File: config.mk
export PLATFORM = sky130hd
export DESIGN_NAME = vit_sched_e213
export DESIGN_NICKNAME = d
export VERILOG_FILES = /design/src/rtl/vit_sched_e213.sv
export SDC_FILE = /design/constraint.sdc
export NUM_CORES = 1
export LEC_CHECK = 0
export ABC_AREA = 1
export BUFFER_PORTS_ARGS = -buffer_cell sky130_fd_sc_hd__clkbuf_2
export CORE_MARGIN = 5
export CORE_UTILIZATION = 50
export CTS_BUF_LIST = sky130_fd_sc_hd__clkbuf_8
export CTS_CLUSTER_DIAMETER = 50
export DETAILED_ROUTE_END_ITERATION = 8
export MAX_ROUTING_LAYER = met4
export PLACE_DENSITY_LB_ADDON = 0.1
export REMOVE_ABC_BUFFERS = 1
export SKIP_LAST_GASP = 1
export SYNTH_ARGS = -nofsm -noshare
export SYNTH_HDL_FRONTEND = slang
export SYNTH_SLANG_ARGS = --single-unit
File: constraint.sdc
create_clock -name clock -period 1.7 [get_ports clock]
set_clock_uncertainty 0.2 [all_clocks]
set_input_delay 0.34 -clock clock [delete_from_list [all_inputs] [get_ports clock]]
set_output_delay 0.34 -clock clock [all_outputs]
set_load 0.05 [all_outputs]
File: src/rtl/vit_sched_e213.sv
// Viterbi decoder sequencer: per-symbol LOAD/ACS/WRITE strobes, survivor
// write pointer, and block traceback scheduling over a 3-block circular
// survivor memory.
module vit_sched_e213 #(
  parameter int BLOCK = 8,
  parameter int PTR_W = 5,
  parameter int CNT_W = 8
) (
  input  logic             clock,
  input  logic             reset,
  input  logic             rx_valid,
  output logic             le,
  output logic             ae,
  output logic             we,
  output logic [PTR_W-1:0] write_ptr,
  output logic             be,
  output logic             te,
  output logic [PTR_W-1:0] trace_ptr,
  output logic             oe,
  output logic [CNT_W-1:0] block_count,
  output logic             busy,
  output logic             overrun
);

  localparam int DEPTH = 3 * BLOCK;
  localparam int BC_W  = $clog2(BLOCK);
  localparam int RC_W  = $clog2(2 * BLOCK);

  localparam logic [PTR_W-1:0] LAST_PTR  = PTR_W'(DEPTH - 1);
  localparam logic [BC_W-1:0]  LAST_BLK  = BC_W'(BLOCK - 1);
  localparam logic [RC_W-1:0]  LAST_RUN  = RC_W'(2 * BLOCK - 1);
  localparam logic [RC_W-1:0]  MERGE_LEN = RC_W'(BLOCK);

  typedef enum logic [1:0] {PH_IDLE, PH_LOAD, PH_ACS, PH_WRITE} phase_t;
  typedef enum logic [1:0] {TB_IDLE, TB_LOAD, TB_RUN} tb_t;

  phase_t          ph_state, ph_next;
  tb_t             tb_state, tb_next;
  logic [BC_W-1:0] blk_cnt;
  logic [RC_W-1:0] run_cnt;
  logic            first_done;
  logic            block_end;
  logic            tb_start;

  assign block_end = (ph_state == PH_WRITE) && (blk_cnt == LAST_BLK);
  // Traceback starts from the second block end onwards; first_done marks
  // that one block is already in the survivor memory.
  assign tb_start  = block_end && first_done && (tb_state == TB_IDLE);

  // Phase and traceback state registers
  always_ff @(posedge clock or negedge reset) begin
    if (!reset) begin
      ph_state <= PH_IDLE;
      tb_state <= TB_IDLE;
    end else begin
      ph_state <= ph_next;
      tb_state <= tb_next;
    end
  end

  // Phase next-state and Moore strobes
  always_comb begin
    ph_next = ph_state;
    le = 1'b0;
    ae = 1'b0;
    we = 1'b0;
    case (ph_state)
      PH_IDLE:  if (rx_valid) ph_next = PH_LOAD;
      PH_LOAD:  begin le = 1'b1; ph_next = PH_ACS; end
      PH_ACS:   begin ae = 1'b1; ph_next = PH_WRITE; end
      PH_WRITE: begin
        we = 1'b1;
        ph_next = rx_valid ? PH_LOAD : PH_IDLE;
      end
      default:  ph_next = PH_IDLE;
    endcase
  end

  // Write-side pointer, in-block counter, block counter and overrun flag
  always_ff @(posedge clock or negedge reset) begin
    if (!reset) begin
      write_ptr   <= '0;
      blk_cnt     <= '0;
      block_count <= '0;
      first_done  <= 1'b0;
      overrun     <= 1'b0;
    end else begin
      if (we) begin
        write_ptr <= (write_ptr == LAST_PTR) ? '0 : write_ptr + 1'b1;
        blk_cnt   <= block_end ? '0 : blk_cnt + 1'b1;
        if (block_end) begin
          block_count <= block_count + 1'b1;
          first_done  <= 1'b1;
        end
      end
      if (rx_valid && (le || ae))
        overrun <= 1'b1;
    end
  end

  // Traceback next-state and strobes
  always_comb begin
    tb_next = tb_state;
    be = 1'b0;
    te = 1'b0;
    oe = 1'b0;
    case (tb_state)
      TB_IDLE: if (tb_start) tb_next = TB_LOAD;
      TB_LOAD: begin be = 1'b1; tb_next = TB_RUN; end
      TB_RUN:  begin
        te = 1'b1;
        oe = (run_cnt >= MERGE_LEN);
        if (run_cnt == LAST_RUN) tb_next = TB_IDLE;
      end
      default: tb_next = TB_IDLE;
    endcase
  end

  assign busy = be | te;

  // Traceback read pointer and run counter; the pointer is not stepped on
  // the final run cycle so it holds the last address read.
  always_ff @(posedge clock or negedge reset) begin
    if (!reset) begin
      trace_ptr <= '0;
      run_cnt   <= '0;
    end else if (tb_start) begin
      trace_ptr <= write_ptr;
    end else if (be) begin
      run_cnt <= '0;
    end else if (te) begin
      run_cnt <= run_cnt + 1'b1;
      if (run_cnt != LAST_RUN)
        trace_ptr <= (trace_ptr == '0) ? LAST_PTR : trace_ptr - 1'b1;
    end
  end

endmodule

Yosys cells after proc, flatten, opt, wreduce, memory -nomap -nowiden
Cells that the tools add are included.
Storage, ports and cells
  register bits: 31
  bits of input ports: 3
  output and inout bits: 26
Cells by class
  mux-type cells: 21
  reduce and logical (&&, ||, !) cells: 15
  eq/ne operators: 13
  magnitude comparators: 1
  add/sub/neg operators: 5
  bitwise operators: 2
Operators with widths (number)
  two-way mux 5 bit: 6
  adder 8 x 1 -> 8 bit, second input constant: 1
  two-way mux 4 bit: 2
  case mux 2 bit (4 select lines): 1
  two-way mux 1 bit: 7
  equality test 2 bit, second input constant: 3
  two-way mux 2 bit: 3
  inequality test 2 bit, second input constant: 3
  case mux 2 bit (3 select lines): 1
  AND reduction 2 bit: 3
  nonzero test 2 bit: 3
  adder 5 x 1 -> 5 bit, second input constant: 1
  equality test 5 bit, second input constant: 1
  zero test 5 bit: 1
  subtractor 5 x 1 -> 5 bit, second input constant: 1
  adder 4 x 1 -> 4 bit, second input constant: 1
  equality test 2 x 1 -> 1 bit, second input constant: 2
  equality test 4 bit, second input constant: 1
  >= comparator 4 bit, second input constant: 1
  logical AND 1 bit: 4
  zero test 2 bit: 2
  inequality test 4 bit, second input constant: 1
  adder 3 x 1 -> 3 bit, second input constant: 1
  equality test 3 bit, second input constant: 1
  6 further kinds: 6

Longest topological paths before layout
  depth in word-level cells: 6
  mapped depth: 10
  depth with buffers taken out: 10

Worst setup path after synthesis
OpenSTA, ideal clock, no wires.
  path kind: register to register
  from: register ph_state[0]
  to: register block_count[7]
  stages on the path, launching flop included: 10
  path buffers: 1
  arrival time: 1.664 ns
  setup slack: -0.277 ns
  cell sequence: dfrtp_1 > ha_1 > buf_6 > nand2_4 > nor2_4 > nand2_4 > nor2_4 > nand3_1 > nand2_1 > inv_1
On the way
  longest elaborated chain between the ends: 3
Ends and longest elaborated chain
  start: declaration: line 37  | phase_t ph_state, ph_next;
  start signal: assignment: line 56  | ph_state <= ph_next;
  equality test 2 bit: line 67  | case (ph_state)
  two-way mux 1 bit: line 67
  named net we: line 14  | output logic we,
  AND reduction 2 bit (no line)
  end signal: assignment: line 92  | block_count <= block_count + 1'b1;
  end: declaration: line 20  | output logic [CNT_W-1:0] block_count,
The timed path passes the listed nets, and every way through them passes these cells.
A chain may end at the register's enable or synchronous reset.

Worst setup path in the final report
  from: register tb_state[1]
  to: output busy
On the way
  longest elaborated chain between the ends: 3
Ends and longest elaborated chain
  start: declaration: line 38  | tb_t tb_state, tb_next;
  start signal: assignment: line 57  | tb_state <= tb_next;
  equality test 2 x 1 -> 1 bit / equality test 2 bit (equally long branches): line 107  | case (tb_state)
  two-way mux 1 bit: line 107
  bitwise OR 1 bit (*): line 119  | assign busy = be | te;
  end: declaration: line 21  | output logic busy,
Mark *: on every way between the ends. The rest lies on a longest branch, timed or not.

==> impl_metrics.csv <==
group,metric,value,unit
outcome,run_status,"complete, but fails checks",
outcome,violations,"negative setup slack",
worst_setup_path,worstSetupPathDepth,3,
layout,drive_above_1_share,31.9,%
worst_setup_path,timing.critical_path.max_delay_family,"flip-flops",
global_route,vias_in_the_first_global_route,1469,
worst_setup_path,crit_path_start,"tb_state[1]$_DFFE_PN0P_",
worst_setup_path,worst_setup_path_start_kind,"flop",
clocking,clkLatencyLatePin,0.28,ns
power_and_ir_drop,p_per_area,2070,nW/µm²
clocking,cts_made_buffers,5,
timing,maxSlewHeadroom,69.3,%
placement,dpl_worst_slack,-0.0169,ns
die,dieHeight,68.5,µm
detailed_routing,routed-via-count,1419,
synthesis,postSynthCellCount,198,
synthesis,synth_most_common_cell,"sky130_fd_sc_hd__nand2_1",
clocking,clock_path_buffers,2,
power_and_ir_drop,cellLeakagePower,0.00125,µW
clocking,cts_tree,"done",
synthesis,yosysSeqAreaShare,45.4,%
layout,area_growth,36.9,%
worst_setup_path,critical_path_buf_inv_count,2,
global_route,grt_pass1_wl,6240,µm
synthesis,synthTopCellsByArea,"sky130_fd_sc_hd__dfrtp_1 (45%), sky130_fd_sc_hd__ha_1 (11%), sky130_fd_sc_hd__nand2_1 (9.7%)",
layout,final_core_util,70.2,%
timing,final-hold-violation-count,0,
clocking,clock_pin_slew_on_the_worst_setup_and_hold_paths,0.07,ns
clocking,h_tree_levels,2,
placement,io_buffers,28,
synthesis,synth-warning-count,0,
global_route,grt_max_degree,17,
die,floorplan.initialDensity,51.3,%
global_route,grt_util_all_layers,18.8,%
power_and_ir_drop,ir_worst_vdd,1240,µV
job,number_of_maximum_capacitance_constraint_violations,0,
detailed_routing,detail-route-antenna-nets,0,
synthesis,avgSynthCellArea,8.64,µm²
die,fp.dieArea,4690,µm²
die,fp-row-count,21,
global_route,grt_overflow_total,0,
detailed_routing,post_drt_wl_per_cell,12.2,µm
timing,worst-slew-pin-transition,0.460,ns
worst_setup_path,timing.reg2reg.worst_path_depth,8,
synthesis,synth_top_cells_by_count,"sky130_fd_sc_hd__nand2_1 (44), sky130_fd_sc_hd__inv_1 (33), sky130_fd_sc_hd__dfrtp_1 (31)",
detailed_routing,route.detailed.vias_per_inst,4.78,
timing,final-setup-viol-count,6,
detailed_routing,route.final.wire_length,3640,µm
global_route,grt_antenna_before_repair,0,
worst_setup_path,timing.critical_path.slowest_cell_delay,0.43,ns
placement,placed_cells_incl_taps,282,
synthesis,synthDistinctLibCells,24,
synthesis,yosys.area.top_type_share,45.4,%
synthesis,synth_edf_count,0,
timing,hold_ws,0.110,ns
timing,rsz0062_at_grt,"true",
worst_setup_path,crit_path_max_fanout,3,
placement,hpwl,2550,µm
worst_setup_path,critical_path_data_required_time,1.16,ns
worst_setup_path,endpoint_kind,"primary output",
placement,globalplace.congestion,0.840,
worst_hold_path,hold_path_class,"input port to flop",
synthesis,async_flop_share,100,%
clocking,cts_sinks,31,
synthesis,synthFlopType,"sky130_fd_sc_hd__dfrtp_1",
synthesis,yosys.area.top_type,"sky130_fd_sc_hd__dfrtp_1",
worst_setup_path,timing.critical_path.to,"busy",
synthesis,ys_ff_latch,31,
worst_setup_path,path_cells,"inv_2, ha_4, clkbuf_16",
synthesis,synth_area,1710,µm²
layout,nFillCells,287,
detailed_routing,detail_route.iter0.violations,80,
worst_setup_path,timing.setup.critical_path_class,"flop to primary output",
detailed_routing,firstDrtPassIters,7,
worst_setup_path,r2r_slack,0.09,ns
die,placeableCoreArea,3340,µm²
clocking,cts_root_buffer,"sky130_fd_sc_hd__clkbuf_8",
layout,fin_cells,297,
worst_setup_path,reg2reg_to,"block_count[5]$_DFFE_PN0P_",
worst_setup_path,worst-endpoint-arrival,1.24,ns
die,die_w,68.5,µm
layout,design.final.nets,269,
timing,max_clock_freq,563,MHz
timing,post_route_minimum_period,1.78,ns
timing,slew_violations,0,
timing,setup_ws_final,-0.0772,ns
layout,antenna-diode-count,0,
die,design.portCount,29,
detailed_routing,drc,0,
timing,fin_setup_tns,-0.249,ns
worst_setup_path,worst_reg2reg_path_startpoint,"blk_cnt[1]$_DFFE_PN0P_",
timing,final.period_utilization,105,%
worst_setup_path,critical_path.slowest_cell,"sky130_fd_sc_hd__dfrtp_1",
## report_power, final
part           switching (µW)  internal [µW]  leakage [µW]
clock                     258            317     0.0000470
combinational            1810           1180      0.000811
sequential                265           1010      0.000389
## timing repair
| item | in CTS | in global routing |
|---|---|---|
| hold buffers | 1 | 0 |
| buffers inserted | 4 | 3 |
| gates cloned | 0 | 0 |
| gates resized for setup | 32 | 11 |
| hold endpoints to repair | 15 | 0 |
| pin swaps | 4 | 0 |
| endpoints found under the setup margin | 10 | 21 |
## area by class of cell
class                      count  area, µm²  share of cell area [%]
multi-input combinational    132        881                    37.6
sequential                    31        776                    33.1
timing repair buffer          47        407                    17.4
inverter                      34        133                    5.67
clock buffer                   6       82.6                    3.53
tap                           46       57.6                    2.46
clock inverter                 1       5.00                   0.214
## kinds of logic (layout without fill, tap and decap cells)
group	count (synthesis)	in the layout	synth area share, %
buffers and inverters	35	88	8.12
adders and majority gates	15	15	11.0
DFF	31	31	45.4
muxes	1	1	0.658
AOI/OAI and AO/OA	21	21	6.73
xor gates and xnor gates	7	7	3.58
and+or+nand+nor	88	88	24.6
## registers in the layout, summed over array words and instances (netlist names)
name and flops:
write_ptr 5, ph_state 2, overrun 1, block_count 8, first_done 1, trace_ptr 5, blk_cnt 3, run_cnt 4
tb_state 2
## layer usage
metal	part of all wire (%)	global-route usage, %	vias to the layer above	routed length [µm]
met3	4.0	5.25	10	145
li1	-	-	718	-
met4	2.7	7.94	0	99
met2	53	32.7	28	1940
met5	0	-	-	0
met1	40	19.7	663	1460
## cells in the final DEF, fill, tap and decap left out, types with 4 or more instances in the layout
master	synthesis	layout
sky130_fd_sc_hd__a21oi_1	7	7
sky130_fd_sc_hd__buf_4	0	15
sky130_fd_sc_hd__clkbuf_2	0	21
sky130_fd_sc_hd__clkbuf_8	0	6
sky130_fd_sc_hd__dfrtp_1	31	31
sky130_fd_sc_hd__ha_1	15	7
sky130_fd_sc_hd__ha_4	0	6
sky130_fd_sc_hd__inv_1	33	27
sky130_fd_sc_hd__inv_2	1	5
sky130_fd_sc_hd__nand2_1	44	43
sky130_fd_sc_hd__nand3_1	15	15
sky130_fd_sc_hd__nor2_1	18	17
sky130_fd_sc_hd__o21ai_0	10	10
sky130_fd_sc_hd__xnor2_1	4	4
## through the flow
| stage | cell area, µm² | power (µW) |
|---|---|---|
| floorplan | 1700 | 3000 |
| global placement | 2010 | 3590 |
| detailed placement | 2010 | 3680 |
| CTS | 2290 | 4720 |
| global route | 2340 | 5190 |
| finish | 2340 | 4840 |
## worst min-delay path by stage
stage                        start                       end  slack, ns  depth (start not counted)
after global routing      rx_valid       overrun$_DFFE_PN0P_       0.13                          2
after floorplan              reset    blk_cnt[0]$_DFFE_PN0P_      -0.16                          0
after detailed placement     reset  trace_ptr[2]$_DFFE_PN0P_       0.11                          1
final                     rx_valid       overrun$_DFFE_PN0P_       0.11                          2
after CTS                 rx_valid       overrun$_DFFE_PN0P_       0.09                          2
after global placement       reset  trace_ptr[2]$_DFFE_PN0P_       0.09                          1
(Power assumes the default switching activity.)
